`src/rtl/pipeline_stage_register_pkg.sv`:
```
// Shared definitions for the pipeline stage registers: the stage-register
// state enum and the packed stage payload layouts carried between stages.
package pipeline_stage_register_pkg;

  // EMPTY: nothing held. FULL: main entry valid. SKID: main and skid valid.
  typedef enum logic [1:0] {
    EMPTY = 2'd0,
    FULL  = 2'd1,
    SKID  = 2'd2
  } stage_reg_state_t;

  // EX/MEM boundary payload, packed to the default 96-bit stage width.
  typedef struct packed {
    logic [31:0] alu_result;
    logic [31:0] store_data;
    logic [21:0] pc_lo;
    logic [4:0]  rd;
    logic        mem_we;
    logic        mem_re;
    logic        reg_we;
    logic [1:0]  mem_size;
  } ex_mem_payload_t;

  localparam int EX_MEM_PAYLOAD_WIDTH = $bits(ex_mem_payload_t);

endpackage

```
`src/rtl/pipeline_stage_register_stall_counter.sv`:
```
// Saturating event counter used to count back-pressure cycles at a stage
// boundary. Holds at all-ones once reached; cleared only by reset.
module stage_stall_counter #(
  parameter int CNT_WIDTH = 16
) (
  input  logic                 clk_i,
  input  logic                 reset_ni,
  input  logic                 inc_i,
  output logic [CNT_WIDTH-1:0] count_o
);

  // Count one per stalled cycle, never wrapping past all-ones
  always_ff @(posedge clk_i or negedge reset_ni) begin
    if (!reset_ni) begin
      count_o <= '0;
    end else if (inc_i && (count_o != {CNT_WIDTH{1'b1}})) begin
      count_o <= count_o + CNT_WIDTH'(1);
    end
  end

endmodule

```
`src/rtl/pipeline_stage_register.sv`:
```
// Generic valid/ready pipeline stage register with synchronous flush and a
// saturating back-pressure counter.
//
// Build option: define PIPELINE_STAGE_SKID_EN to add a second (skid) entry so
// that ready_o comes straight from the state flops. Without it the stage is a
// single entry and ready_o = !valid_o || ready_i.
//
// Handshake: a transfer happens on a side only in a cycle where both valid
// and ready are high at the rising edge; the sender keeps data stable while
// valid is high and ready is low, and data_o never changes while
// valid_o && !ready_i.
//
// state_o is a debug view of the internal stage_reg_state_t state.
module pipeline_stage_register
  import pipeline_stage_register_pkg::*;
#(
  parameter int PAYLOAD_WIDTH = 96,
  parameter int CNT_WIDTH     = 16
) (
  input  logic                     clk_i,
  input  logic                     reset_ni,
  input  logic                     valid_i,
  output logic                     ready_o,
  input  logic [PAYLOAD_WIDTH-1:0] data_i,
  input  logic                     flush_i,
  output logic                     valid_o,
  input  logic                     ready_i,
  output logic [PAYLOAD_WIDTH-1:0] data_o,
  output logic [CNT_WIDTH-1:0]     stall_cnt_o,
  output logic [1:0]               state_o
);

  stage_reg_state_t         state_q, state_d;
  logic [PAYLOAD_WIDTH-1:0] main_q, main_d;
  logic                     in_fire, out_fire;

  assign valid_o  = (state_q != EMPTY);
  assign data_o   = main_q;
  assign state_o  = state_q;
  assign in_fire  = valid_i && ready_o;
  assign out_fire = valid_o && ready_i;

`ifdef PIPELINE_STAGE_SKID_EN
  logic [PAYLOAD_WIDTH-1:0] skid_q, skid_d;

  // Registered ready: only a full skid entry blocks upstream
  assign ready_o = (state_q != SKID);

  // Next state and entry loads; flush empties the stage and drops the input
  always_comb begin
    state_d = state_q;
    main_d  = main_q;
    skid_d  = skid_q;
    case (state_q)
      EMPTY: begin
        if (in_fire) begin
          state_d = FULL;
          main_d  = data_i;
        end
      end
      FULL: begin
        if (in_fire && out_fire) begin
          main_d = data_i;
        end else if (in_fire) begin
          state_d = SKID;
          skid_d  = data_i;
        end else if (out_fire) begin
          state_d = EMPTY;
        end
      end
      SKID: begin
        if (out_fire) begin
          state_d = FULL;
          main_d  = skid_q;
        end
      end
      default: state_d = EMPTY;
    endcase
    if (flush_i) begin
      state_d = EMPTY;
      main_d  = main_q;
      skid_d  = skid_q;
    end
  end

  // Skid entry storage
  always_ff @(posedge clk_i or negedge reset_ni) begin
    if (!reset_ni) begin
      skid_q <= '0;
    end else begin
      skid_q <= skid_d;
    end
  end
`else
  // Single entry: accept when empty or when the held payload leaves this cycle
  assign ready_o = !valid_o || ready_i;

  // Next state and main load; flush empties the stage and drops the input
  always_comb begin
    state_d = state_q;
    main_d  = main_q;
    case (state_q)
      EMPTY: begin
        if (in_fire) begin
          state_d = FULL;
          main_d  = data_i;
        end
      end
      FULL: begin
        if (in_fire) begin
          main_d = data_i;
        end else if (out_fire) begin
          state_d = EMPTY;
        end
      end
      default: state_d = EMPTY;
    endcase
    if (flush_i) begin
      state_d = EMPTY;
      main_d  = main_q;
    end
  end
`endif

  // State and main entry registers; reset discards held payloads at once
  always_ff @(posedge clk_i or negedge reset_ni) begin
    if (!reset_ni) begin
      state_q <= EMPTY;
      main_q  <= '0;
    end else begin
      state_q <= state_d;
      main_q  <= main_d;
    end
  end

  stage_stall_counter #(
    .CNT_WIDTH (CNT_WIDTH)
  ) u_stall_counter (
    .clk_i    (clk_i),
    .reset_ni (reset_ni),
    .inc_i    (valid_o && !ready_i),
    .count_o  (stall_cnt_o)
  );

endmodule

```
`config.mk`:
```
export PLATFORM = sky130hd
export DESIGN_NAME = pipeline_stage_register
export DESIGN_NICKNAME = d
export VERILOG_FILES = /design/src/rtl/pipeline_stage_register_pkg.sv /design/src/rtl/pipeline_stage_register_stall_counter.sv /design/src/rtl/pipeline_stage_register.sv
export SDC_FILE = /design/constraint.sdc
export NUM_CORES = 1
export LEC_CHECK = 0
export CORE_ASPECT_RATIO = 2
export CORE_MARGIN = 3
export CORE_UTILIZATION = 44
export DETAILED_ROUTE_END_ITERATION = 10
export GPL_TIMING_DRIVEN = 0
export PLACE_DENSITY_LB_ADDON = 0.2
export SYNTH_ARGS = -nofsm -noshare
export SYNTH_HDL_FRONTEND = slang
export SYNTH_SLANG_ARGS = --single-unit
export TNS_END_PERCENT = 50
```
`constraint.sdc`:
```
create_clock -name clk_i -period 4 [get_ports clk_i]
set_input_delay 1 -clock clk_i [delete_from_list [all_inputs] [get_ports clk_i]]
set_output_delay 1 -clock clk_i [all_outputs]
set_load 0.1 [all_outputs]
```
Word-level counts from Yosys, hierarchy flattened
Cells that the tools add are included.
{"block": "totals", "regBits": 114, "wordCells": 27}
{"block": "classes", "n_addsub": 1, "eq_ne": 5, "muxes": 5, "bitwise": 1, "n_reduce_logical": 12}
{"op": "adder 16 x 1 -> 16 bit (second input constant)", "n": 1}
{"op": "inequality test 16 bit (second input constant)", "n": 1}
{"op": "inequality test 3 bit (second input constant)", "n": 3}
{"op": "2-to-1 mux 2 bit", "n": 4}
{"op": "AND reduction 3 bit", "n": 2}
{"op": "logical AND 1 bit", "n": 4}
{"op": "case mux 2 bit (2 select lines)", "n": 1}
{"op": "equality test 2 x 1 -> 1 bit (second input constant)", "n": 1}
{"op": "logical NOT 1 bit", "n": 2}
{"op": "logical NOT 2 bit", "n": 1}
{"op": "nonzero test 2 bit", "n": 1}
{"op": "OR reduction 2 bit", "n": 1}
{"op": "logical OR 1 bit", "n": 1}
{"op": "NOT 1 bit", "n": 1}

Longest topological paths before layout
Gate-level depths: netlist (run 1).
{"block": "logic_depth", "depth_word": 7, "mapped_depth": 6}

By module
From an unflattened synthesis (run 1), not the netlist that was laid out.
{"block": "unflattened", "cells_unflattened": 283, "hier_area_um2": 4503.1}
{"mod": "pipeline_stage_register", "n_inst": 1, "cells_per_inst": 211, "area_per_inst_um2": 3643.5, "seq_area_each_um2": 2427.3}
{"mod": "stage_stall_counter", "n_inst": 1, "cells_per_inst": 72, "area_per_inst_um2": 859.6, "seq_area_each_um2": 400.4}

Worst setup path before layout (run 1)
No wires, ideal clock.
{"block": "synth_path", "path_type": "register to register", "from": "register state_q[0] (netlist: state_o[0])", "to": "register u_stall_counter.count_o[12]", "setup_ns": 0.126, "t_arrival_ns": 2.456, "required_ns": 3.874, "setup_slack_ns": 1.419, "path_stages_with_launch": 7, "path_buffers": 1, "path_cell_list": "dfrtp_1 nor2b_4 inv_2 or2_2 clkbuf_1 nor3_1 mux2_2"}
{"block": "synth_between", "elab_chain_len": 3}
{"element": "from (decl)", "line_no": "pipeline_stage_register.sv:33", "text": "stage_reg_state_t state_q, state_d;"}
{"element": "from (signal assigned)", "line_no": "pipeline_stage_register.sv:131", "text": "state_q <= state_d;"}
{"element": "nonzero test 2 bit", "line_no": "pipeline_stage_register.sv:37", "text": "assign valid_o = (state_q != EMPTY);"}
{"element": "logical AND 1 bit", "line_no": "pipeline_stage_register.sv:141", "text": ".inc_i (valid_o && !ready_i),"}
{"element": "logical AND 1 bit", "line_no": "pipeline_stage_register_stall_counter.sv:16", "text": "end else if (inc_i && (count_o != {CNT_WIDTH{1'b1}})) begin"}
{"element": "to (signal assigned)", "line_no": "pipeline_stage_register_stall_counter.sv:17", "text": "count_o <= count_o + CNT_WIDTH'(1);"}
{"element": "to (decl)", "line_no": "pipeline_stage_register_stall_counter.sv:9", "text": "output logic [CNT_WIDTH-1:0] count_o"}
Every way passes these cells.
A chain may end at the register's enable or synchronous reset.

Worst setup path after layout (run 1)
{"block": "layout_path", "from": "input port ready_i", "to": "output port ready_o"}
{"block": "layout_between", "elab_chain_len": 1}
{"element": "from (decl)", "line_no": "pipeline_stage_register.sv:27", "text": "input logic ready_i,"}
{"element": "logical OR 1 bit", "line_no": "pipeline_stage_register.sv:96", "text": "assign ready_o = !valid_o || ready_i;"}
{"element": "to (decl)", "line_no": "pipeline_stage_register.sv:23", "text": "output logic ready_o,"}
Every way passes these cells.

==> metrics.cfg, run 1 <==
[power]
p_int_mw = 2.97
p_sw_mw = 2.29
swShare = 0.435
combPwrFrac = 0.425
powerDensity_nw_per_um2 = 713
clkPwrFrac = 0.298
power_frac_seq = 0.277
leakage_nw = 3.15
ir_drop_mv = 0.597

[logic_synthesis]
avgSynthCellArea_um2 = 15.8
seq_area_frac_synth = 0.641
syn_inst = 280
yosys.area_share.simple = 0.0599
synth_top_family_by_area = multiplexers
synth_area_leaders = dfrtp_1 64%, mux2_2 25%, xor2_1 2.8%
synthXorXnorAreaFrac = 0.0278
synthMuxAreaShare = 0.251
syn_nets = 382
synth_top_area_share = 0.641
synth_fa_ha_area_frac = 0.00284
synth_area_um2 = 4410
synth_seq_cells = 113
synth_compound_area_frac = 0
yosysUniqueCellTypes = 27
yosysTopAreaCell = dfrtp_1
yosys_warnings = 0

[routing]
drt-wirelength-per-cell_um = 17.9
viasPerCell = 4.80
drt-initial-drc-count = 90
num_vias = 3167
route.detailed.drc = 0
wl_mm = 11.8
drtPass1Iterations = 4
postRouteAntennaNets = 0

[place]
placed_area_um2 = 6750
gp_congestion = 0.845
placedCellCount = 628
dp_hpwl_mm = 9.04
port-buffer-count = 215

[worst_setup_path]
r2r.worst_path.cells = 5
crit_top_cell = clkdlybuf4s50_1
worstPathArrival_ns = 2.80
cp.required_ns = 3.00
critical_path_class = in2out
cp_slowest_cell = clkdlybuf4s50_1
path_cells = clkdlybuf4s50_1 -> nor2b_4 -> inv_2 -> clkdlybuf4s50_1
cp-start-kind = primary input
worst_setup_path_end_kind = output pin
slowest_delay_ns = 1.13
path_max_fanout = 4

[clocking]
post_cts_buffers = 0
numCtsBuffers = 17
holdBufCountCts = 0
cts_tree = done
cts_sinks = 113
cts_max_level = 4
clk_latency_ns = 0.40
clock_path_buffers = 2
ctsResizeCount = 0
clkSlewWorstSetupHoldPaths_ns = 0.05
ctsRootBufferMaster = clkbuf_16

[finish]
finalNetCount = 617
final_area_um2 = 7370
areaGrowthSynthToFinish_pct = 67.2
multi_input_area_um2 = 1510
fillers = 679
fin_util = 0.755
seq_area_um2 = 2830
final_layout_size_suffix_gt1_frac = 0.283
final_cells = 660

[global_route]
grt_pass1_wl_mm = 18.8
grt_pass1_vias = 3637
grt_max_degree = 69
grt_usage = 0.218
antenna_found_initial = 1
overflow = 0

[die]
row_count = 51
io_pins = 217
die_h_um = 148
core_area_um2 = 9760
die_w_um = 76.8
die_area_um2 = 11300
start_util = 0.452

[sta]
setup_viol_count_final = 0
post-route-min-period_ns = 3.80
finalClockSkew_ns = 0.00783
rsz0062_at_grt = false
post-route-period-util = 0.950
relSlewSlack = 0.314
slew_violations = 0
worst_hold_slack_ns = 0.502
worstMarginPinSlew_ns = 1.03
max_clock_freq_mhz = 263
final_hold_viol_count = 0

[min_path]
hp-class = reg2reg
holdPathStages = 1

[job]
cap_violations = 0

[status]
outcome = finished clean

==> metal layers <==
metal	part of all wire	up-vias	global-route usage
li1	-	1459	-
met1	0.33	1568	0.206
met2	0.59	121	0.418
met3	0.057	19	0.0683
met4	0.026	0	0.0935
met5	0	-	0
==> power groups by stage <==
| stage | clock (mW) | sequential, mW | combinational [mW] |
|---|---|---|---|
| global placement | 0 | 1.46 | 2.23 |
| CTS | 1.60 | 1.46 | 2.25 |
| finish | 1.57 | 1.46 | 2.24 |
| floorplan | 0 | 2.88 | 0.234 |
| global route | 1.65 | 1.48 | 2.29 |
| detailed placement | 0 | 1.48 | 2.24 |
==> stage by stage <==
| step | power, mW | TNS (ns) | setup slack, ns |
|---|---|---|---|
| final | 5.26 | 0 | 0.202 |
| after floorplan | 3.11 | 0 | 1.42 |
| after CTS | 5.31 | 0 | 0.195 |
| after global placement | 3.69 | -254.36 | -2.26 |
| after detailed placement | 3.72 | 0 | 0.203 |
| after global routing | 5.43 | 0 | 0.161 |
==> final cells by class <==
class | count | share of cell area
inverters | 1 | 0.000509
plain buffers | 13 | 0.00933
clock buffers | 21 | 0.0624
flip-flops and latches | 113 | 0.383
repair buffers | 216 | 0.295
clock inverters | 10 | 0.0215
multi-input cells | 153 | 0.205
well taps | 132 | 0.0224
diodes | 1 | 0.000339
==> registers in the layout (all words and copies together), names as in the netlist <==
register / cells
data_o: 96
state_o: 1
u_stall_counter.count_o: 16
==> logic make-up (layout without fill, tap and decap cells) <==
group,Yosys count,in the layout
mux,98,98
simple gates,39,39
flops,113,113
buf+inv,14,261
other cells,1,2
fa+ha+maj,1,1
xor+xnor,14,14
==> worst max-delay path, delay by kind of cell <==
kind | cells | cell delay (ns)
buffers and inverters | 3 | 1.72
AND/OR/NAND/NOR | 1 | 0.07
==> placed cells by master, fill, tap and decap left out, types with 2 or more instances in the layout <==
cell type	Yosys	final
buf_2	10	10
buf_4	2	3
bufinv_16	0	4
clkbuf_1	1	3
clkbuf_16	0	17
clkbuf_8	0	2
clkdlybuf4s50_1	0	214
clkinv_2	0	3
clkinvlp_4	0	2
dfrtp_1	113	113
mux2_2	97	97
nand2_1	6	6
nand4_1	5	5
nor2_1	5	5
nor3_1	6	6
nor4_1	5	5
xor2_1	14	14
==> synth_stat cells <==
library cell / n
conb_1: 1
and4_1: 1
mux2_4: 1
xor2_1: 14
inv_2: 1
nand3_1: 1
nor4_1: 5
buf_2: 10
and2_1: 1
dfrtp_1: 113
ha_1: 1
nor4_4: 1
clkbuf_1: 1
nor4b_1: 1
nand4_4: 1
nand4_1: 5
nor3_1: 6
nor3b_1: 1
buf_4: 2
nand4_2: 1
mux2_2: 97
or2_2: 1
nor2_2: 1
nor2_1: 5
nor2b_4: 1
nand2_1: 6
nor3b_2: 1
==> final timing paths <==
check                            from          to  slack (ns)
max                           ready_i     ready_o        0.20
min                        data_o[73]  data_o[73]        0.50
max reg2reg                state_o[0]  data_o[45]        1.87
min reg2reg                data_o[73]  data_o[73]        0.50
max in group asynchronous    reset_ni  data_o[54]        2.56
min in group asynchronous    reset_ni   data_o[3]        0.72
Note: power is estimated with default switching activity, not from simulation.
==> run 2, diff against run 1 <==
==> constraint.sdc (replaced) <==
create_clock -name clk_i -period 4.5 [get_ports clk_i]
set_input_delay 1.125 -clock clk_i [delete_from_list [all_inputs] [get_ports clk_i]]
set_output_delay 1.125 -clock clk_i [all_outputs]
set_load 0.1 [all_outputs]
==> results of run 2 <==
Same layout as run 1 (identical final DEF). Status: finished clean.
Main changes from that run: setup slack after placement 0.203 ns -> 0.453 ns; setup slack after layout 0.202 ns -> 0.452 ns; register-to-register setup slack 1.87 ns -> 2.37 ns; total power 5.26 mW -> 4.68 mW; worst IR drop on VDD 0.597 mV -> 0.531 mV
